==> src/rtl/xif_copro_pkg.sv <==
// xif_copro_pkg: shared types for the XIF coprocessor controller.
// Copro instruction encoding: custom-0 opcode (7'b0001011), funct7 = 0,
// funct3[2] = 0, funct3[1:0] selects the operation. FLUSH writes no rd.
package xif_copro_pkg;

  localparam logic [6:0] OPC_CUSTOM0 = 7'b0001011;

  typedef enum logic [1:0] {
    IDLE        = 2'd0,
    WAIT_COMMIT = 2'd1,
    EXEC        = 2'd2,
    RESULT      = 2'd3
  } ctrl_state_e;

  typedef enum logic [1:0] {
    OP_BITREV = 2'd0,
    OP_POPCNT = 2'd1,
    OP_CLZ    = 2'd2,
    OP_FLUSH  = 2'd3
  } copro_op_e;

  typedef struct packed {
    logic      use_copro;
    logic      rd_write;
    copro_op_e op;
    logic [4:0] rd;
  } decoder_t;

endpackage

==> src/rtl/xif_copro_decoder.sv <==
// xif_copro_decoder: purely combinational decode of an offloaded instruction.
module xif_copro_decoder
  import xif_copro_pkg::*;
(
  input  logic [31:0] instr_i,
  output decoder_t    dec_o
);

  // Source-register fields are irrelevant here; operands arrive on rs1 port.
  logic unused_fields;
  assign unused_fields = ^instr_i[24:15];

  // Classify the instruction and extract op / rd / writeback requirement.
  always_comb begin
    dec_o           = '0;
    dec_o.op        = copro_op_e'(instr_i[13:12]);
    dec_o.rd        = instr_i[11:7];
    dec_o.use_copro = (instr_i[6:0] == OPC_CUSTOM0) &&
                      (instr_i[31:25] == 7'd0) && !instr_i[14];
    dec_o.rd_write  = dec_o.use_copro && (dec_o.op != OP_FLUSH);
  end

endmodule

==> src/rtl/xif_copro_ctrl.sv <==
// xif_copro_ctrl: issue/commit/exec/result sequencer for one in-flight
// XIF coprocessor instruction. Optional perf counters: XIF_COPRO_CTRL_PERF_EN.
module xif_copro_ctrl
  import xif_copro_pkg::*;
#(
  parameter int ID_W         = 4,
  parameter int EXEC_TIMEOUT = 64
) (
  input  logic            clk_i,
  input  logic            rst_ni,
  input  logic            issue_valid_i,
  output logic            issue_ready_o,
  input  logic [31:0]     issue_instr_i,
  input  logic [ID_W-1:0] issue_id_i,
  input  logic [31:0]     issue_rs1_i,
  output logic            issue_accept_o,
  output logic            issue_writeback_o,
  input  logic            commit_valid_i,
  input  logic [ID_W-1:0] commit_id_i,
  input  logic            commit_kill_i,
  output logic            exec_start_o,
  output copro_op_e       exec_op_o,
  output logic [31:0]     exec_operand_o,
  input  logic            exec_done_i,
  input  logic [31:0]     exec_result_i,
  output logic            result_valid_o,
  input  logic            result_ready_i,
  output logic [ID_W-1:0] result_id_o,
  output logic [4:0]      result_rd_o,
  output logic [31:0]     result_data_o,
  output logic            result_we_o,
  output logic            busy_o
`ifdef XIF_COPRO_CTRL_PERF_EN
  ,
  output logic [31:0]     perf_done_o,
  output logic [31:0]     perf_kill_o
`endif
);

  localparam int CNT_W = $clog2(EXEC_TIMEOUT + 1);

  ctrl_state_e     state_q, state_d;
  decoder_t        dec;
  logic [ID_W-1:0] id_q;
  logic [4:0]      rd_q;
  copro_op_e       op_q;
  logic [31:0]     operand_q;
  logic            wb_q;
  logic [31:0]     result_q;
  logic            result_we_q;
  logic            start_q;
  logic [CNT_W-1:0] cnt_q;

  logic issue_hs;
  logic commit_match;
  logic timeout_hit;
  logic result_hs;
  logic kill_hs;
  logic in_result;

  xif_copro_decoder u_decoder (
    .instr_i (issue_instr_i),
    .dec_o   (dec)
  );

  assign issue_ready_o  = rst_ni && (state_q == IDLE);
  assign issue_hs       = issue_valid_i && issue_ready_o;
  assign issue_accept_o    = issue_hs && dec.use_copro;
  assign issue_writeback_o = issue_hs && dec.rd_write;

  assign commit_match = commit_valid_i && (commit_id_i == id_q);
  assign timeout_hit  = (cnt_q == CNT_W'(EXEC_TIMEOUT - 1));
  assign result_hs    = (state_q == RESULT) && result_ready_i;
  assign kill_hs      = (state_q == WAIT_COMMIT) && commit_match && commit_kill_i;
  assign in_result    = (state_q == RESULT);

  assign busy_o         = (state_q != IDLE);
  assign exec_start_o   = start_q;
  assign exec_op_o      = op_q;
  assign exec_operand_o = operand_q;
  assign result_valid_o = in_result;
  assign result_id_o    = in_result ? id_q        : '0;
  assign result_rd_o    = in_result ? rd_q        : '0;
  assign result_data_o  = in_result ? result_q    : '0;
  assign result_we_o    = in_result && result_we_q;

  // Next-state logic; commits seen while still IDLE are deliberately ignored.
  always_comb begin
    state_d = state_q;
    case (state_q)
      IDLE:        if (issue_hs && dec.use_copro) state_d = WAIT_COMMIT;
      WAIT_COMMIT: if (commit_match) state_d = commit_kill_i ? IDLE : EXEC;
      EXEC:        if (exec_done_i || timeout_hit) state_d = RESULT;
      RESULT:      if (result_ready_i) state_d = IDLE;
      default:     state_d = IDLE;
    endcase
  end

  // State, instruction context, exec start pulse, timeout counter and result.
  always_ff @(posedge clk_i) begin
    if (!rst_ni) begin
      state_q     <= IDLE;
      id_q        <= '0;
      rd_q        <= '0;
      op_q        <= OP_BITREV;
      operand_q   <= '0;
      wb_q        <= 1'b0;
      result_q    <= '0;
      result_we_q <= 1'b0;
      start_q     <= 1'b0;
      cnt_q       <= '0;
    end else begin
      state_q <= state_d;
      if (issue_hs && dec.use_copro) begin
        id_q      <= issue_id_i;
        rd_q      <= dec.rd;
        op_q      <= dec.op;
        operand_q <= issue_rs1_i;
        wb_q      <= dec.rd_write;
      end
      start_q <= (state_q == WAIT_COMMIT) && commit_match && !commit_kill_i;
      if (state_q == EXEC) begin
        if (cnt_q != CNT_W'(EXEC_TIMEOUT)) cnt_q <= cnt_q + 1'b1;
      end else begin
        cnt_q <= '0;
      end
      if ((state_q == EXEC) && exec_done_i) begin
        result_q    <= exec_result_i;
        result_we_q <= wb_q;
      end else if ((state_q == EXEC) && timeout_hit) begin
        result_q    <= '0;
        result_we_q <= 1'b0;
      end
    end
  end

`ifdef XIF_COPRO_CTRL_PERF_EN
  logic [31:0] perf_done_q;
  logic [31:0] perf_kill_q;

  assign perf_done_o = perf_done_q;
  assign perf_kill_o = perf_kill_q;

  // Wrapping counters of retired results and killed instructions.
  always_ff @(posedge clk_i) begin
    if (!rst_ni) begin
      perf_done_q <= '0;
      perf_kill_q <= '0;
    end else begin
      if (result_hs) perf_done_q <= perf_done_q + 32'd1;
      if (kill_hs)   perf_kill_q <= perf_kill_q + 32'd1;
    end
  end
`endif

endmodule

==> config.mk <==
export PLATFORM = sky130hd
export DESIGN_NAME = xif_copro_ctrl
export DESIGN_NICKNAME = d
export VERILOG_FILES = /design/src/rtl/xif_copro_pkg.sv /design/src/rtl/xif_copro_decoder.sv /design/src/rtl/xif_copro_ctrl.sv
export SDC_FILE = /design/constraint.sdc
export NUM_CORES = 1
export LEC_CHECK = 0
export CAP_MARGIN = 0
export CORE_ASPECT_RATIO = 1.2
export CORE_MARGIN = 2
export CORE_UTILIZATION = 42
export DETAILED_ROUTE_END_ITERATION = 12
export MAX_ROUTING_LAYER = met4
export PLACE_DENSITY_LB_ADDON = 0.05
export SLEW_MARGIN = 20
export SYNTH_ARGS = -nofsm -noshare
export SYNTH_HDL_FRONTEND = slang
export SYNTH_HIERARCHICAL = 1
export SYNTH_SLANG_ARGS = --single-unit
export TNS_END_PERCENT = 30
==> constraint.sdc <==
create_clock -name clk_i -period 4.6 [get_ports clk_i]
set_input_delay 0.92 -clock clk_i [delete_from_list [all_inputs] [get_ports clk_i]]
set_output_delay 0.92 -clock clk_i [all_outputs]
set_load 0.02 [all_outputs]
* Word level (Yosys, flattened, before mapping)
Cells that the tools add are included.
Widths: inputs -> output; s select.
** Storage, ports and cells
- Register bits :: 87
- Word-level logic and storage cells :: 58
** Operators by class
- Multiplexer cells :: 13
- Add/sub/neg operators :: 1
- Reductions and logical operators :: 22
- Equality and inequality tests :: 12
** Operators by type and width (count)
- $mux 32 :: 3
- $logic_and 1x1->1 :: 13
- $mux 2 :: 5
- $ne 2x2->1 const B :: 5
- $pmux 2 s4 :: 1
- $add 7x1->7 const B :: 1
- $eq 7x4->1 const B :: 1
- $eq 7x6->1 const B :: 1
- $logic_not 7->1 :: 1
- $ne 7x7->1 const B :: 1
- $mux 5 :: 1
- $eq 2x2->1 const B :: 2
- $eq 4x4->1 :: 1
- $mux 4 :: 1
- $reduce_and 4->1 :: 1
- $reduce_bool 2->1 :: 2
- $eq 2x1->1 const B :: 1
- $logic_not 1->1 :: 2
- $logic_not 2->1 :: 1
- $mux 1 :: 2
- $reduce_and 2->1 :: 1
- $logic_or 1x1->1 :: 1

* Logic depth before layout (Yosys ltp)
- Depth in word-level cells :: 6
- Mapped depth :: 7

* Hierarchy
Netlist, hierarchy kept.
** Modules (own cells, without submodules)
- xif_copro_ctrl :: instances 1, area an instance 3492.1 µm², cells each 378
- xif_copro_decoder :: instances 1, area an instance 108.9 µm², cells each 13

* Worst setup path after synthesis
No wires, ideal clock.
- Path type :: input to output
- Start point :: in issue_instr_i[4]
- End point :: out issue_accept_o
- Path buffers :: 1
- Required time :: 3.680 ns
- Cell stages on the path :: 5
- Slack :: 1.744 ns
- Arrival :: 1.936 ns
- Cell sequence :: nor4b_2 and4_1 nand3_2 inv_2 buf_2
** RTL lines
- start, declared :: line xif_copro_ctrl.sv:13 : input logic [31:0] issue_instr_i,
- end, declared :: line xif_copro_ctrl.sv:16 : output logic issue_accept_o,

==> metrics.md <==
| Metric | Value |
|---|---|
| Status | `completed` |
| CP Capture Type | `output pin` |
| First-pass DRT Iterations | `6` |
| Final core utilization | `0.6627` |
| Critical hold path startpoint | `exec_operand_o[3]$_SDFFE_PN0P_` |
| Max_slew headroom | `0.6879` |
| Largest net degree at the start of global routing | `51` |
| Slew @ Worst Pin | `0.4681 ns` |
| Worst path slowest cell | `clkdlybuf4s50_1` |
| Initial Util | `0.4250` |
| Max-cap violations | `0` |
| Clock transition at path regs | `0.08 ns` |
| DR vias | `3321` |
| Crit share post-route | `0.8382` |
| Crit path launch type | `input pin` |
| Count of cell types in the netlist | `40` |
| Wire length of the first global-routing pass | `15.23 mm` |
| Remaining DRCs | `0` |
| Comb power frac | `0.078` |
| Syn Area/Cell | `9.210 um2` |
| Synth Instances | `391` |
| CP max stage delay | `0.62 ns` |
| Num ports | `193` |
| Share of cells above drive strength 1 | `0.05914` |
| Final setup viols | `0` |
| Post_cts resized | `0` |
| WP data arrival | `2.94 ns` |
| Num CTS Buffers | `9` |
| Hold WC Path Type | `register to register` |
| CP most frequent cell | `clkdlybuf4s50_1` |
| Total global routing track utilization | `0.2161` |
| Cell-internal power | `1.153 mW` |
| Seq pwr share | `0.524` |
| CP Max Fanout | `3` |
| Global route overflow | `0` |
| Port-buffer cells | `182` |
| Seq. cell area | `1742 um2` |
| Die X | `88.53 um` |
| Post-synthesis sequential area ratio | `0.4837` |
| Clock sinks | `87` |
| Register-to-Register Path Depth | `5` |
| Area of the multi-input gates | `1629 um2` |
| Synth warn | `6` |
| Total die area | `9333 um2` |
| Crit path max-delay family | `buffers and inverters` |
| Met2 usage | `0.3276` |
| Final ANT Viol Nets | `0` |
| Area grow syn2layout | `55.91%` |
| Tmin final | `3.856 ns` |
| Ant. Diodes | `0` |
| Post-synth net total | `504` |
| Non-Filler Instances | `675` |
| Met3 usage | `0.07518` |
| Leak | `2.152 nW` |
| Placed Area | `5403 um2` |
| Antenna violations before repair | `0` |
| # fillers | `711` |
| Aggregate negative setup slack | `0 ns` |
| RSZ-0062 raised after global routing | `no` |
| Required time worst endpoint | `3.68 ns` |
| RR Startpoint | `cnt_q[0]$_SDFFE_PN0P_` |
| RePlAce Congestion | `0.8045` |
| Hold Crit Depth | `2` |
| Initial DRC Count | `103` |
| Crit path kind | `input pin to output pin` |
| Design area | `5614 um2` |
| WL per Instance | `14.18 um` |
| Busiest grt layer | `met2` |
| Clock Skew | `0.006573 ns` |
| Nets | `667` |
| Final wirelength | `9.572 mm` |
| Number of synthesized register bits | `87` |
| R2r endpoint | `result_q[30]$_SDFFE_PN0P_` |
| H-tree depth | `3` |
| Post-CTS Repair Setup Buffers | `0` |
| Placed insts | `660` |
| Core area | `8472 um2` |
| WHS | `0.4518 ns` |
| Most common cell after layout, fill and taps aside | `clkdlybuf4s50_1` |
| Fmax | `0.2593 GHz` |
| Crit-path cells | `clkdlybuf4s50_1 > nor4b_2 > and4_1 > a21boi_2 > and3_1 > clkdlybuf4s50_1` |
| Mapped cell area | `3601 um2` |
| Most frequent cells in the layout | `clkdlybuf4s50_1 (182), nand2_1 (91), dfxtp_1 (87)` |
| Switching part of the total power | `0.1969` |
| Hold path endpoint | `exec_operand_o[3]$_SDFFE_PN0P_` |
| CTS tree | `done` |
| Vias/cell | `4.920` |
| Clk root buf | `clkbuf_8` |
| R2R setup slack | `2.81 ns` |
| Clk_lat worst skew | `0.35 ns` |
| CP bufs+invs | `2` |
| Final Max Slew Viols | `0` |
| Die height | `105.4 um` |
| Worst VDD drop | `0.1646 mV` |
| Met1 GRT Util | `0.2643` |
| Count of final hold-check violations | `0` |
| Clock share of power | `0.398` |
| Post-DP HPWL | `6.751 mm` |
| Max clock buf depth | `2` |
| Post-CTS Hold Buffers | `0` |
| Vias in the first global route | `3181` |
| Pwr Density | `255.7 nW/um2` |
| NetSw | `0.2827 mW` |
| Num rows | `37` |
==> layer usage <==
metal	part of all wire	vias to the layer above
met5	0	-
met4	0.022	0
met3	0.076	18
met2	0.46	133
met1	0.44	1506
li1	-	1664
==> kinds of logic (layout without fill, tap and decap cells) <==
family,count (synthesis),after routing,synth area share
mux,1,1,0.002780
buf+inv,41,208,0.06393
xor+xnor,9,9,0.02189
simple gates,165,165,0.2276
fa+ha+maj,2,2,0.006948
flops,87,87,0.4837
compound gates,86,86,0.1932
==> sequential cells by signal, summed over array words and instances (netlist names), named ones only <==
register / count
wb_q: 1
exec_op_o: 2
result_q: 32
exec_operand_o: 32
cnt_q: 7
result_we_q: 1
rd_q: 5
id_q: 4
state_q: 1
exec_start_o: 1
==> cells in the mapped netlist (all sizes together) <==
cell type   n  area share
nand2      91       0.095
a22o       34       0.084
ha          2      0.0069
nor4bb      1      0.0028
nand3       7       0.013
nand4b      1      0.0024
or3         1      0.0031
a21boi     46       0.097
nor4        1      0.0017
clkbuf     19       0.020
or2         1      0.0017
nand2b      1      0.0017
o31ai       1      0.0021
and2        1      0.0017
dfxtp      87        0.48
nand3b      1      0.0021
nor2        7      0.0080
inv         5      0.0052
xor2        5       0.012
a21oi       3      0.0042
nor3        4      0.0056
and4        1      0.0024
and3       43       0.075
xnor2       4      0.0097
a31o        1      0.0049
buf        17       0.039
mux2i       1      0.0028
nor3b       2      0.0056
o21ai       1      0.0014
nor4b       2      0.0066
==> worst max path at each step <==
stage          slack [ns]             start  depth (start not counted)                 to
2_1_floorplan        1.74  issue_instr_i[4]                          5     issue_accept_o
3_3_place_gp         0.69  issue_instr_i[4]                          6  issue_writeback_o
3_5_place_dp         0.71  issue_instr_i[4]                          6  issue_writeback_o
4_1_cts              0.69  issue_instr_i[4]                          6  issue_writeback_o
5_1_grt              0.60  issue_instr_i[4]                          6  issue_writeback_o
6_report             0.74  issue_instr_i[4]                          6  issue_writeback_o
==> power groups by stage <==
stage	logic, mW	clock network (mW)	registers [mW]
final	0.112	0.571	0.752
after global routing	0.119	0.622	0.752
after CTS	0.113	0.589	0.752
after detailed placement	0.112	0	0.770
after global placement	0.112	0	0.770
after floorplan	0.0276	0	0.770
==> final cells by class <==
cell class | instances | area share
Timing Repair Buffer | 188 | 0.3325
Sequential cell | 87 | 0.3102
Multi-Input combinational cell | 263 | 0.2902
Tap cell | 117 | 0.02608
Clock buffer | 11 | 0.02518
Clock inverter | 4 | 0.01248
Inverter | 5 | 0.003343
==> metrics by stage <==
| stage | power [mW] | worst slack, ns |
|---|---|---|
| 2_1_floorplan | 0.7977 | 1.744 |
| 3_3_place_gp | 0.8817 | 0.6898 |
| 3_5_place_dp | 0.8824 | 0.7137 |
| 4_1_cts | 1.454 | 0.6944 |
| 5_1_grt | 1.493 | 0.6009 |
| 6_report | 1.436 | 0.7441 |
==> tightest hold or removal path, stage by stage, from the launching register on <==
cell      delay [ns]
dfxtp_1         0.31
nand2_1         0.05
a21boi_1        0.05
Note: power is estimated with default switching activity, not from simulation.
